### config.mk
export PLATFORM = sky130hd
export DESIGN_NAME = bcd_preset_entry
export DESIGN_NICKNAME = d
export VERILOG_FILES = /design/src/rtl/bcd_preset_entry.sv
export SDC_FILE = /design/constraint.sdc
export NUM_CORES = 1
export LEC_CHECK = 0
export CORE_MARGIN = 8
export CORE_UTILIZATION = 45
export CTS_CLUSTER_DIAMETER = 30
export CTS_CLUSTER_SIZE = 20
export DETAILED_ROUTE_END_ITERATION = 8
export PLACE_DENSITY_LB_ADDON = 0.1
export SYNTH_ARGS = -nofsm -noshare
export SYNTH_HDL_FRONTEND = slang
export SYNTH_SLANG_ARGS = --single-unit
### constraint.sdc
create_clock -name clk -period 10.9 [get_ports clk]
set_input_delay 1.635 -clock clk [delete_from_list [all_inputs] [get_ports clk]]
set_output_delay 1.635 -clock clk [all_outputs]
set_load 0.1 [all_outputs]
### src/rtl/bcd_preset_entry.sv
`default_nettype none
// ============================================================================
// Module   : bcd_preset_entry
// Purpose  : Button-driven editor that composes a two-digit BCD preset and
//            hands it to the stopwatch counter through a valid/ready
//            handshake. Provides digit-select and blink hints to the display.
//
// Ports    : clk          - system clock (only clock)
//            rst          - synchronous active-high reset
//            edit_btn     - enter edit mode / toggle ones<->tens (rise)
//            inc_btn      - increment selected digit (rise + auto-repeat)
//            dec_btn      - decrement selected digit (rise + auto-repeat)
//            enter_btn    - commit edited value (rise)
//            preset_ready - counter accepts the preset
//            preset[7:0]  - BCD value, [7:4] tens, [3:0] ones
//            preset_valid - preset is offered to the counter
//            editing      - high while a digit is being edited
//            digit_sel    - 0 = ones selected, 1 = tens selected
//            blink        - blank enable for the selected digit
//
// Options  : BCD_PRESET_BLINK_EN - when defined, blink toggles every
//            BLINK_CYCLES while editing; otherwise blink is tied low.
//
// Revision : 1.0 - initial release
// ============================================================================
module bcd_preset_entry #(
    parameter int HOLD_CYCLES   = 5_000_000,
    parameter int REPEAT_CYCLES = 1_000_000,
    parameter int BLINK_CYCLES  = 2_500_000
) (
    input  logic       clk,
    input  logic       rst,
    input  logic       edit_btn,
    input  logic       inc_btn,
    input  logic       dec_btn,
    input  logic       enter_btn,
    input  logic       preset_ready,
    output logic [7:0] preset,
    output logic       preset_valid,
    output logic       editing,
    output logic       digit_sel,
    output logic       blink
);

    localparam logic [1:0] c_ST_IDLE   = 2'd0;
    localparam logic [1:0] c_ST_ONES   = 2'd1;
    localparam logic [1:0] c_ST_TENS   = 2'd2;
    localparam logic [1:0] c_ST_COMMIT = 2'd3;

    localparam int c_CNT_MAX = (HOLD_CYCLES > REPEAT_CYCLES) ? HOLD_CYCLES : REPEAT_CYCLES;
    localparam int c_CNT_W   = (c_CNT_MAX < 2) ? 1 : $clog2(c_CNT_MAX + 1);
    localparam logic [c_CNT_W-1:0] c_HOLD   = c_CNT_W'(HOLD_CYCLES);
    localparam logic [c_CNT_W-1:0] c_REPEAT = c_CNT_W'(REPEAT_CYCLES);

    // ------------------------------------------------------------------
    // BCD digit helpers: wrap within 0..9, never carry or borrow
    // ------------------------------------------------------------------
    function automatic logic [3:0] f_bcd_inc(input logic [3:0] d);
        return (d == 4'd9) ? 4'd0 : d + 4'd1;
    endfunction

    function automatic logic [3:0] f_bcd_dec(input logic [3:0] d);
        return (d == 4'd0) ? 4'd9 : d - 4'd1;
    endfunction

    logic [1:0]         r_state;
    logic [1:0]         w_state_next;
    logic               r_edit_q;
    logic               r_inc_q;
    logic               r_dec_q;
    logic               r_enter_q;
    logic [7:0]         r_work;
    logic [7:0]         r_committed;
    logic [c_CNT_W-1:0] r_rpt_cnt;
    logic               r_rpt_phase;   // 0: waiting HOLD, 1: waiting REPEAT

    logic               w_edit_rise;
    logic               w_inc_rise;
    logic               w_dec_rise;
    logic               w_enter_rise;
    logic               w_in_edit;
    logic               w_state_chg;
    logic               w_hold_inc;
    logic               w_hold_dec;
    logic [c_CNT_W-1:0] w_cnt_inc;
    logic               w_rpt_fire;
    logic               w_step_inc;
    logic               w_step_dec;
    logic               w_handshake;
    logic [3:0]         w_sel_nib;

    // Rise = level sampled now is high, level registered last cycle is low
    assign w_edit_rise  = edit_btn  & ~r_edit_q;
    assign w_inc_rise   = inc_btn   & ~r_inc_q;
    assign w_dec_rise   = dec_btn   & ~r_dec_q;
    assign w_enter_rise = enter_btn & ~r_enter_q;

    assign w_in_edit   = (r_state == c_ST_ONES) || (r_state == c_ST_TENS);
    assign w_state_chg = (w_state_next != r_state);
    assign w_handshake = (r_state == c_ST_COMMIT) && preset_ready;

    // Auto-repeat only runs while exactly one of inc/dec is held past its rise
    assign w_hold_inc = inc_btn & r_inc_q & ~dec_btn;
    assign w_hold_dec = dec_btn & r_dec_q & ~inc_btn;
    assign w_cnt_inc  = r_rpt_cnt + c_CNT_W'(1);
    assign w_rpt_fire = (w_cnt_inc == (r_rpt_phase ? c_REPEAT : c_HOLD));

    // A cycle that changes state (digit toggle, commit, cancel) never steps
    assign w_step_inc = w_in_edit && !w_state_chg && !dec_btn &&
                        (w_inc_rise || (w_hold_inc && w_rpt_fire));
    assign w_step_dec = w_in_edit && !w_state_chg && !inc_btn &&
                        (w_dec_rise || (w_hold_dec && w_rpt_fire));

    assign w_sel_nib = (r_state == c_ST_TENS) ? r_work[7:4] : r_work[3:0];

    // ------------------------------------------------------------------
    // FSM: state register
    // ------------------------------------------------------------------
    always_ff @(posedge clk) begin
        if (rst) begin
            r_state <= c_ST_IDLE;
        end else begin
            r_state <= w_state_next;
        end
    end

    // ------------------------------------------------------------------
    // FSM: next-state logic
    // ------------------------------------------------------------------
    always_comb begin
        w_state_next = r_state;
        case (r_state)
            c_ST_IDLE: begin
                if (w_edit_rise) w_state_next = c_ST_ONES;
            end
            c_ST_ONES: begin
                if (w_edit_rise && w_enter_rise) w_state_next = c_ST_IDLE;
                else if (w_enter_rise)           w_state_next = c_ST_COMMIT;
                else if (w_edit_rise)            w_state_next = c_ST_TENS;
            end
            c_ST_TENS: begin
                if (w_edit_rise && w_enter_rise) w_state_next = c_ST_IDLE;
                else if (w_enter_rise)           w_state_next = c_ST_COMMIT;
                else if (w_edit_rise)            w_state_next = c_ST_ONES;
            end
            c_ST_COMMIT: begin
                if (preset_ready) w_state_next = c_ST_IDLE;
            end
            default: w_state_next = c_ST_IDLE;
        endcase
    end

    // ------------------------------------------------------------------
    // Edge registers, edit data and committed value
    // ------------------------------------------------------------------
    always_ff @(posedge clk) begin
        if (rst) begin
            r_edit_q    <= 1'b0;
            r_inc_q     <= 1'b0;
            r_dec_q     <= 1'b0;
            r_enter_q   <= 1'b0;
            r_work      <= 8'h00;
            r_committed <= 8'h00;
        end else begin
            r_edit_q  <= edit_btn;
            r_inc_q   <= inc_btn;
            r_dec_q   <= dec_btn;
            r_enter_q <= enter_btn;

            if ((r_state == c_ST_IDLE) && w_edit_rise) begin
                r_work <= r_committed;
            end else if (w_step_inc || w_step_dec) begin
                if (r_state == c_ST_TENS) begin
                    r_work[7:4] <= w_step_inc ? f_bcd_inc(w_sel_nib) : f_bcd_dec(w_sel_nib);
                end else begin
                    r_work[3:0] <= w_step_inc ? f_bcd_inc(w_sel_nib) : f_bcd_dec(w_sel_nib);
                end
            end

            if (w_handshake) begin
                r_committed <= r_work;
            end
        end
    end

    // ------------------------------------------------------------------
    // Auto-repeat counter: cleared on release, both-held, rise or state change
    // ------------------------------------------------------------------
    always_ff @(posedge clk) begin
        if (rst) begin
            r_rpt_cnt   <= '0;
            r_rpt_phase <= 1'b0;
        end else if (!w_in_edit || w_state_chg || !(w_hold_inc || w_hold_dec)) begin
            r_rpt_cnt   <= '0;
            r_rpt_phase <= 1'b0;
        end else if (w_rpt_fire) begin
            r_rpt_cnt   <= '0;
            r_rpt_phase <= 1'b1;
        end else begin
            r_rpt_cnt   <= w_cnt_inc;
        end
    end

    // ------------------------------------------------------------------
    // Blink generator
    // ------------------------------------------------------------------
`ifdef BCD_PRESET_BLINK_EN
    localparam int c_BLK_W = (BLINK_CYCLES < 2) ? 1 : $clog2(BLINK_CYCLES + 1);
    localparam logic [c_BLK_W-1:0] c_BLINK = c_BLK_W'(BLINK_CYCLES);

    logic [c_BLK_W-1:0] r_blk_cnt;
    logic               r_blink;
    logic [c_BLK_W-1:0] w_blk_inc;

    assign w_blk_inc = r_blk_cnt + c_BLK_W'(1);

    // Any step or digit change restarts the phase with the digit shown
    always_ff @(posedge clk) begin
        if (rst) begin
            r_blk_cnt <= '0;
            r_blink   <= 1'b0;
        end else if (!w_in_edit || w_state_chg || w_step_inc || w_step_dec) begin
            r_blk_cnt <= '0;
            r_blink   <= 1'b0;
        end else if (w_blk_inc == c_BLINK) begin
            r_blk_cnt <= '0;
            r_blink   <= ~r_blink;
        end else begin
            r_blk_cnt <= w_blk_inc;
        end
    end
`else
    logic r_blink;
    logic w_unused_blink_cfg;

    assign r_blink            = 1'b0;
    assign w_unused_blink_cfg = (BLINK_CYCLES == 0);
`endif

    // ------------------------------------------------------------------
    // FSM: outputs
    // ------------------------------------------------------------------
    always_comb begin
        preset       = (r_state == c_ST_IDLE) ? r_committed : r_work;
        preset_valid = (r_state == c_ST_COMMIT);
        editing      = w_in_edit;
        digit_sel    = (r_state == c_ST_TENS);
        blink        = r_blink & w_in_edit;
    end

endmodule
`default_nettype wire

* Word level (Yosys, flattened, before mapping)
Index checks and enable logic that the tools add are counted.
Word-level totals: bits in registers 46, output and inout port bits 12
Operators by class: add/subtract/negate cells 3, equal/unequal tests 7, mux-type cells 18, bitwise operators 14, reduce and logical (&&, ||, !) cells 30
Operators with widths (count):
- $mux W4 | 6
- $mux W8 | 3
- $add A23 B1 Y23 const B | 1
- $eq A23 B23 Y1 | 1
- $mux W23 | 1
- $mux W2 | 7
- $logic_and A1 B1 Y1 | 10
- $and A1 B1 Y1 | 8
- $pmux W2 S4 | 1
- $logic_or A1 B1 Y1 | 7
- $not A1 Y1 | 6
- $logic_not A1 Y1 | 5
- $add A4 B1 Y4 const B | 1
- $eq A2 B2 Y1 const B | 2
- $eq A4 B4 Y1 const B | 1
- $logic_not A4 Y1 | 1
- $reduce_and A2 Y1 | 2
- $reduce_bool A2 Y1 | 2
- $sub A4 B1 Y4 const B | 1
- $reduce_or A3 Y1 | 1
- $eq A2 B1 Y1 const B | 1
- $logic_not A2 Y1 | 1
- $ne A2 B1 Y1 const B | 1
- $ne A2 B2 Y1 | 1
- $reduce_or A2 Y1 | 1

* Logic depth before layout (Yosys ltp)
Gate-level depths: netlist of the first run.
depth after elaboration 15, mapped depth 12, depth with buffers taken out 12

* Least setup slack after synthesis of the first run
OpenSTA, ideal clock, no wires.
kind reg2out, start point register r_state[0], end point output port preset[1], arrival time 3078 ps, slack 6187 ps, stages on the path, launching flop included 5, path through dfxtp_1 > inv_1 > ha_1 > clkbuf_1 > o21ai_0
Between the ends: longest elaborated chain between the ends 2
RTL lines:
- start, declared | RTL line 66 | logic [1:0] r_state;
- start signal, assigned | RTL line 121 | r_state <= c_ST_IDLE;
- start signal, assigned | RTL line 123 | r_state <= w_state_next;
- $logic_not A2 Y1 | RTL line 244 | preset = (r_state == c_ST_IDLE) ? r_committed : r_work;
- $mux W8 | RTL line 244
- end, declared | RTL line 38 | output logic [7:0] preset,
No other way between the ends.

* Final worst setup path of the first run
start point input port edit_btn, end point register r_work[5]
Between the ends: longest elaborated chain between the ends 14, elaborated cells between the ends (all ways) 25
RTL lines:
- start, declared | RTL line 33 | input logic edit_btn,
- $and A1 B1 Y1 (*) | RTL line 93 | assign w_edit_rise = edit_btn & ~r_edit_q;
- $mux W2, on equally long branches | RTL line 134, 144, 139
- $mux W2, on equally long branches | RTL line 143, 138
- $mux W2, on equally long branches | RTL line 142, 137
- $pmux W2 S4 | RTL line 132 | case (r_state)
- $ne A2 B2 Y1 | RTL line 99 | assign w_state_chg = (w_state_next != r_state);
- $logic_not A1 Y1 | RTL line 109, 111
- $logic_and A1 B1 Y1 | RTL line 109, 111
- $logic_and A1 B1 Y1 (2 in a row) | RTL line 109 | assign w_step_inc = w_in_edit && !w_state_chg && !dec_btn &&
- $mux W4 | RTL line 174 | r_work[7:4] <= w_step_inc ? f_bcd_inc(w_sel_nib) : f_bcd_dec(w_sel_nib);
- $mux W4 | RTL line 173 | if (r_state == c_ST_TENS) begin
- $mux W8 | RTL line 172 | end else if (w_step_inc || w_step_dec) begin
- $mux W8 | RTL line 170 | if ((r_state == c_ST_IDLE) && w_edit_rise) begin
- end signal, assigned | RTL line 171 | r_work <= r_committed;
- end signal, assigned | RTL line 174
- end, declared | RTL line 72 | logic [7:0] r_work;
Every way passes the cells marked *; elsewhere a longest branch is shown, timed or not. The select of a mux whose other input is x is not followed. A chain may end at the register's enable or synchronous reset.

==> flow_summary.json, run 1 <==
{
  "avgSynthCellArea_um2": 8.07,
  "worstPathArrival_ps": 4730,
  "critPathRequiredTime_ps": 11120,
  "cts_tree": "built",
  "p_leak_nw": 1.01,
  "netlist_instances": 340,
  "switching_share_pct": 27.0,
  "synth_edf_count": 0,
  "hold_buffers": 0,
  "fill_cells": 592,
  "antenna_cells": 0,
  "start_util_pct": 46.3,
  "muxShareOfSynthArea_pct": 6.57,
  "drive_gt1_share_pct": 8.00,
  "area_growth_pct": 12.7,
  "drc": 0,
  "die_w_um": 94.1,
  "power.internal_uw": 292,
  "cts_max_path_buffers": 2,
  "layout.area.seq_um2": 921,
  "synth_fa_ha_area_share_pct": 2.74,
  "synth_warnings": 0,
  "routedWlPerCell_um": 14.9,
  "critPathCaptureType": "flip-flop",
  "switchingPower_uw": 108,
  "cts_sinks": 46,
  "synthXorXnorAreaFrac_pct": 7.02,
  "outcome": "finished clean",
  "routabilityCongestion": 0.797,
  "port_buffers": 17,
  "dp_hpwl_um": 4470,
  "max_slew.worst_pin.slew_ps": 978,
  "finalClockSkew_ps": 9.82,
  "timing.final.crit_share_pct": 41.3,
  "power_frac_comb_pct": 15.9,
  "grt_setup_unrepaired": "no",
  "hold_viol_final": 0,
  "grt_pass1_vias": 2307,
  "maxSlewHeadroom_pct": 34.6,
  "ant_nets": 0,
  "cp_max_fo": 10,
  "synth-seq-cells": 46,
  "h-tree-depth": 2,
  "fin_cells": 425,
  "cts_buffers": 5,
  "synth-compound-area-share_pct": 17.1,
  "hp-class": "flip-flop to flip-flop",
  "cap_viol_max_count": 0,
  "yosys_most_used_dff": "dfxtp_1",
  "die-area_mm2": 0.00885,
  "die_y_um": 94.1,
  "crit_type": "input pin to flip-flop",
  "io_pins": 19,
  "synth_top_family_by_area": "simple AND/OR/NAND/NOR gates",
  "cts_root_buf": "clkbuf_8",
  "overflow": 0,
  "rows": 28,
  "multiInputGateArea_mm2": 0.00172,
  "dpl-instance-area_mm2": 0.00295,
  "synth_simple_gate_area_share_pct": 28.9,
  "ir_drop_v": 0.0000628,
  "clkPwrFrac_pct": 39.7,
  "dr.pass1.iters": 4,
  "dp_cells": 417,
  "grt_pass1_wl_um": 11000,
  "wirelength_um": 6320,
  "grt_max_degree": 25,
  "start_kind": "input pin",
  "yosysTopAreaCellShare_pct": 33.6,
  "core_mm2": 0.00592,
  "async_reset_ff_share_pct": 0,
  "max_freq_ghz": 0.222,
  "hold_slack_ps": 471,
  "utilization_pct": 52.2,
  "synth_area_leaders": "dfxtp_1 34%, nor2_1 5.5%, nand3_1 4.2%",
  "antenna_found_initial": 0,
  "yosysTopAreaCell": "dfxtp_1",
  "clk_latency_ps": 300,
  "p_per_area_mw_per_mm2": 129,
  "drtIter0Drc": 168,
  "tns_ps": 0,
  "post_cts_buffers": 0,
  "final_area_mm2": 0.00309,
  "power_frac_seq_pct": 44.3,
  "synth.distinct_cells": 58,
  "finalSetupViolations": 0,
  "syn_nets": 353,
  "vias": 2425,
  "seq_area_frac_synth_pct": 33.6,
  "synthesis.area_mm2": 0.00274,
  "cts_resized": 0,
  "min_period_ps": 4510,
  "nets": 362,
  "maxSlewViolCount": 0,
  "routed_via_density": 5.71,
  "path_clk_slew_ps": 90,
  "grt_usage_pct": 15.2
}
synth_stat cells (3+ instances only):
| cell | count |
|---|---|
| clkbuf_1 | 13 |
| and2_1 | 3 |
| mux2_2 | 8 |
| xnor2_1 | 9 |
| inv_1 | 11 |
| xor2_1 | 13 |
| o21ai_0 | 8 |
| mux2i_1 | 9 |
| nand3_1 | 23 |
| and3_1 | 5 |
| and4_1 | 3 |
| nor4_1 | 7 |
| nor2_1 | 40 |
| a211oi_1 | 6 |
| ha_1 | 6 |
| a31oi_1 | 4 |
| nor2b_1 | 12 |
| nand2_1 | 30 |
| nor3_1 | 8 |
| dfxtp_1 | 46 |
| a21oi_1 | 21 |
| nand4_1 | 9 |
| or3_1 | 4 |
cells in the final DEF (no fill, tap or decap), drive strengths merged, types with 3 or more instances in the layout:
cell type and count:
dfxtp 46, and4 3, clkdlybuf4s50 17, nor4 7
clkbuf 6, mux2i 9, mux2 8, o311ai 3
ha 6, nor2b 12, xor2 13, a21oi 21
o21ai 8, or3 5, xnor2 9, a31oi 5
nor2 40, and3 5, nand4 10, nand3 24
and2 3, nor3 8, nand2 30, a211oi 6
inv 11
area by class of cell:
type / instances / area share (%)
timing repair buffer: 18 / 5.75
multi-input combinational: 267 / 55.5
inverter: 11 / 1.34
tap: 75 / 3.04
clock buffer: 6 / 2.67
sequential: 46 / 29.8
clock inverter: 2 / 1.94
final timing paths:
path / start / slack (ps) / to / depth (start not counted)
worst max-delay path: edit_btn / 6390 / r_work[5] / 11
worst min-delay path: r_committed[5] / 470 / r_committed[5] / 2
worst max register to register: r_rpt_cnt[4] / 6470 / r_work[5] / 10
worst min register to register: r_committed[5] / 470 / r_committed[5] / 2
critical path, cell delays in order:
cell	delay [ps]
clkdlybuf4s50_1	460
nor2b_1	480
nor3_1	160
a221oi_1	390
a21oi_1	70
nor2_1	260
and2_1	220
a21boi_4	300
xor2_1	120
or3_1	370
a311oi_2	260
sequential cells by signal (all words and copies together) (netlist names):
register,cells
r_inc_q,1
r_edit_q,1
r_committed,8
r_work,8
r_enter_q,1
r_state,2
r_dec_q,1
r_rpt_cnt,23
r_rpt_phase,1
kinds of logic (layout without fill, tap and decap cells):
family / count (synthesis) / after routing
flops: 46 / 46
buf+inv: 27 / 37
fa+ha+maj: 6 / 6
simple gates: 154 / 154
compound gates: 67 / 67
xor+xnor: 22 / 22
other cells: 1 / 1
mux: 17 / 17
per-layer routing:
metal,track usage [%],up-vias,share of wire (%)
met3,4.00,9,4.5
met5,0,-,0
met2,22.6,41,43
li1,-,1243,-
met4,5.42,0,1.6
met1,20.4,1132,51
power by group through the flow:
stage,combinational (mW),clock [mW],sequential (mW)
detailed placement,0.0634,0,0.181
global placement,0.0636,0,0.181
floorplan,0.0512,0,0.179
finish,0.0635,0.159,0.177
global route,0.0700,0.167,0.178
CTS,0.0638,0.162,0.177
stage by stage:
stage	power (mW)	worst slack [ps]
after floorplan	0.230	6190
after global placement	0.244	6230
after detailed placement	0.244	6120
after CTS	0.403	6420
after global routing	0.415	6140
final	0.399	6390
(Power assumes the default switching activity.)
==> run 2, diff against run 1 <==
clock period = 4.21 ns   (was 10.9 ns; I/O delays follow)
==> flow_summary.json, run 2 (synthesized netlist as in run 1, its figures left out) <==
{
  "mostFrequentLayoutCells": "45 x dfxtp_1, 40 x nor2_1, 30 x nand2_1",
  "outcome": "finished clean",
  "drtIter0Drc": 109,
  "clk_latency_ps": 300,
  "timing.final.crit_share_pct": 95.5,
  "min_from": "r_committed[5]",
  "largest_register_ff_count": 23,
  "top_register": "r_rpt_cnt",
  "fill_cells": 595,
  "hold_buffers": 0,
  "finalClockSkew_ps": 10.6,
  "antenna_cells": 0,
  "routabilityCongestion": 0.887,
  "drc": 0,
  "wirelength_um": 6220,
  "power_uw": 958,
  "r2r_cells": 11,
  "maxSlewViolCount": 0,
  "die-area_mm2": 0.00885,
  "critPathRequiredTime_ps": 4430,
  "start_kind": "flip-flop",
  "min_to": "r_committed[5]",
  "dpl-instance-area_mm2": 0.00298,
  "h-tree-depth": 2,
  "min_period_ps": 4020,
  "cp_max_fo": 7,
  "crit_type": "flip-flop to flip-flop",
  "top_regs": "r_rpt_cnt x23, r_committed x8, r_work x8",
  "nets": 369,
  "dp_hpwl_um": 4510,
  "routedWlPerCell_um": 14.4,
  "vias": 2448,
  "port_buffers": 17,
  "hp-class": "flip-flop to flip-flop",
  "worstPathArrival_ps": 4240,
  "max_freq_ghz": 0.249,
  "start_util_pct": 46.3,
  "core_mm2": 0.00592,
  "cap_viol_max_count": 0,
  "drive_gt1_share_pct": 12.6,
  "cts_max_path_buffers": 2,
  "tns_ps": 0,
  "grt_usage_pct": 14.5,
  "whs_path_depth": 2,
  "grt_max_degree": 25,
  "io_pins": 19,
  "rr_endpoint": "r_work[5]",
  "die_w_um": 94.1,
  "die_y_um": 94.1,
  "cts_sinks": 46,
  "dr.pass1.iters": 4,
  "path_clk_slew_ps": 90,
  "grt_pass1_wl_um": 10500,
  "reg2reg_from": "r_rpt_cnt[1]",
  "overflow": 0,
  "ir_drop_v": 0.000187,
  "ant_nets": 0,
  "maxSlewHeadroom_pct": 34.5,
  "final_area_mm2": 0.00310,
  "p_per_area_mw_per_mm2": 309,
  "critPathCaptureType": "flip-flop",
  "hold_viol_final": 0,
  "final_common_cell": "dfxtp_1",
  "hold_slack_ps": 474,
  "cts_buffers": 5,
  "grt_setup_unrepaired": "no",
  "antenna_found_initial": 0,
  "cts_root_buf": "clkbuf_8",
  "grt_pass1_vias": 2175,
  "cts_tree": "built",
  "r2r_slack_ps": 190,
  "area_growth_pct": 13.0,
  "max_slew.worst_pin.slew_ps": 979,
  "post_cts_buffers": 0,
  "finalSetupViolations": 0,
  "p_leak_nw": 1.04,
  "rows": 28,
  "routed_via_density": 5.67
}
## run 2: worst max-delay path: stages (launching register included)
cell       delay [ps]
dfxtp_1           450
ha_2              290
nand3_2            90
or3_4             370
or4_4             540
a2111oi_2         410
a2bb2oi_1         230
or4b_4            530
a21boi_4          290
xor2_1            120
or3_1             360
a311oi_2          260
## run 2: metal layers
layer / routed length (um) / vias to the layer above / track usage, %
met5: 0 / - / 0
met2: 2580 / 39 / 21.3
met4: 65 / 0 / 4.10
met3: 247 / 6 / 3.44
li1: - / 1265 / -
met1: 3330 / 1138 / 20.3
## run 2: stage by stage
step,setup slack [ps],utilization (%),cells
2_1_floorplan,379,-,340
3_3_place_gp,258,50.4,424
3_5_place_dp,79.6,50.4,424
4_1_cts,73.7,52.2,432
5_1_grt,27.8,52.4,432
6_report,189,52.4,432
## run 2: cell type report
class	count	area (um^2)	area share, %
multi-input combinational	267	1720	55.6
sequential	46	922	29.7
tap	75	93.8	3.03
clock buffer	6	72.6	2.34
timing repair buffer	25	210	6.78
inverter	11	41.3	1.33
clock inverter	2	37.5	1.21
## run 2: report_power, final
part	leakage, nW	internal (mW)	switching (mW)	total (mW)
Sequential	0.373	0.445	0.0124	0.458
Combinational	0.611	0.0571	0.110	0.167
Clock	0.0514	0.177	0.156	0.334
Total	1.04	0.680	0.278	0.958
## run 2: what timing repair did
| item | CTS | global route |
|---|---|---|
| endpoints found under the setup margin | 0 | 5 |
| resized for setup | 0 | 3 |
| endpoints found under the hold margin | 0 | 0 |
## run 2: how the worst max path moves through the flow
stage	cells after the start	to	startpoint	slack, ps
6_report	11	r_work[5]	r_rpt_cnt[1]	190
5_1_grt	11	r_work[3]	r_rpt_cnt[1]	30
2_1_floorplan	11	r_work[5]	r_rpt_cnt[0]	380
3_5_place_dp	11	r_work[5]	r_rpt_cnt[0]	80
4_1_cts	11	r_work[5]	r_rpt_cnt[0]	70
3_3_place_gp	11	r_work[5]	r_rpt_cnt[0]	260
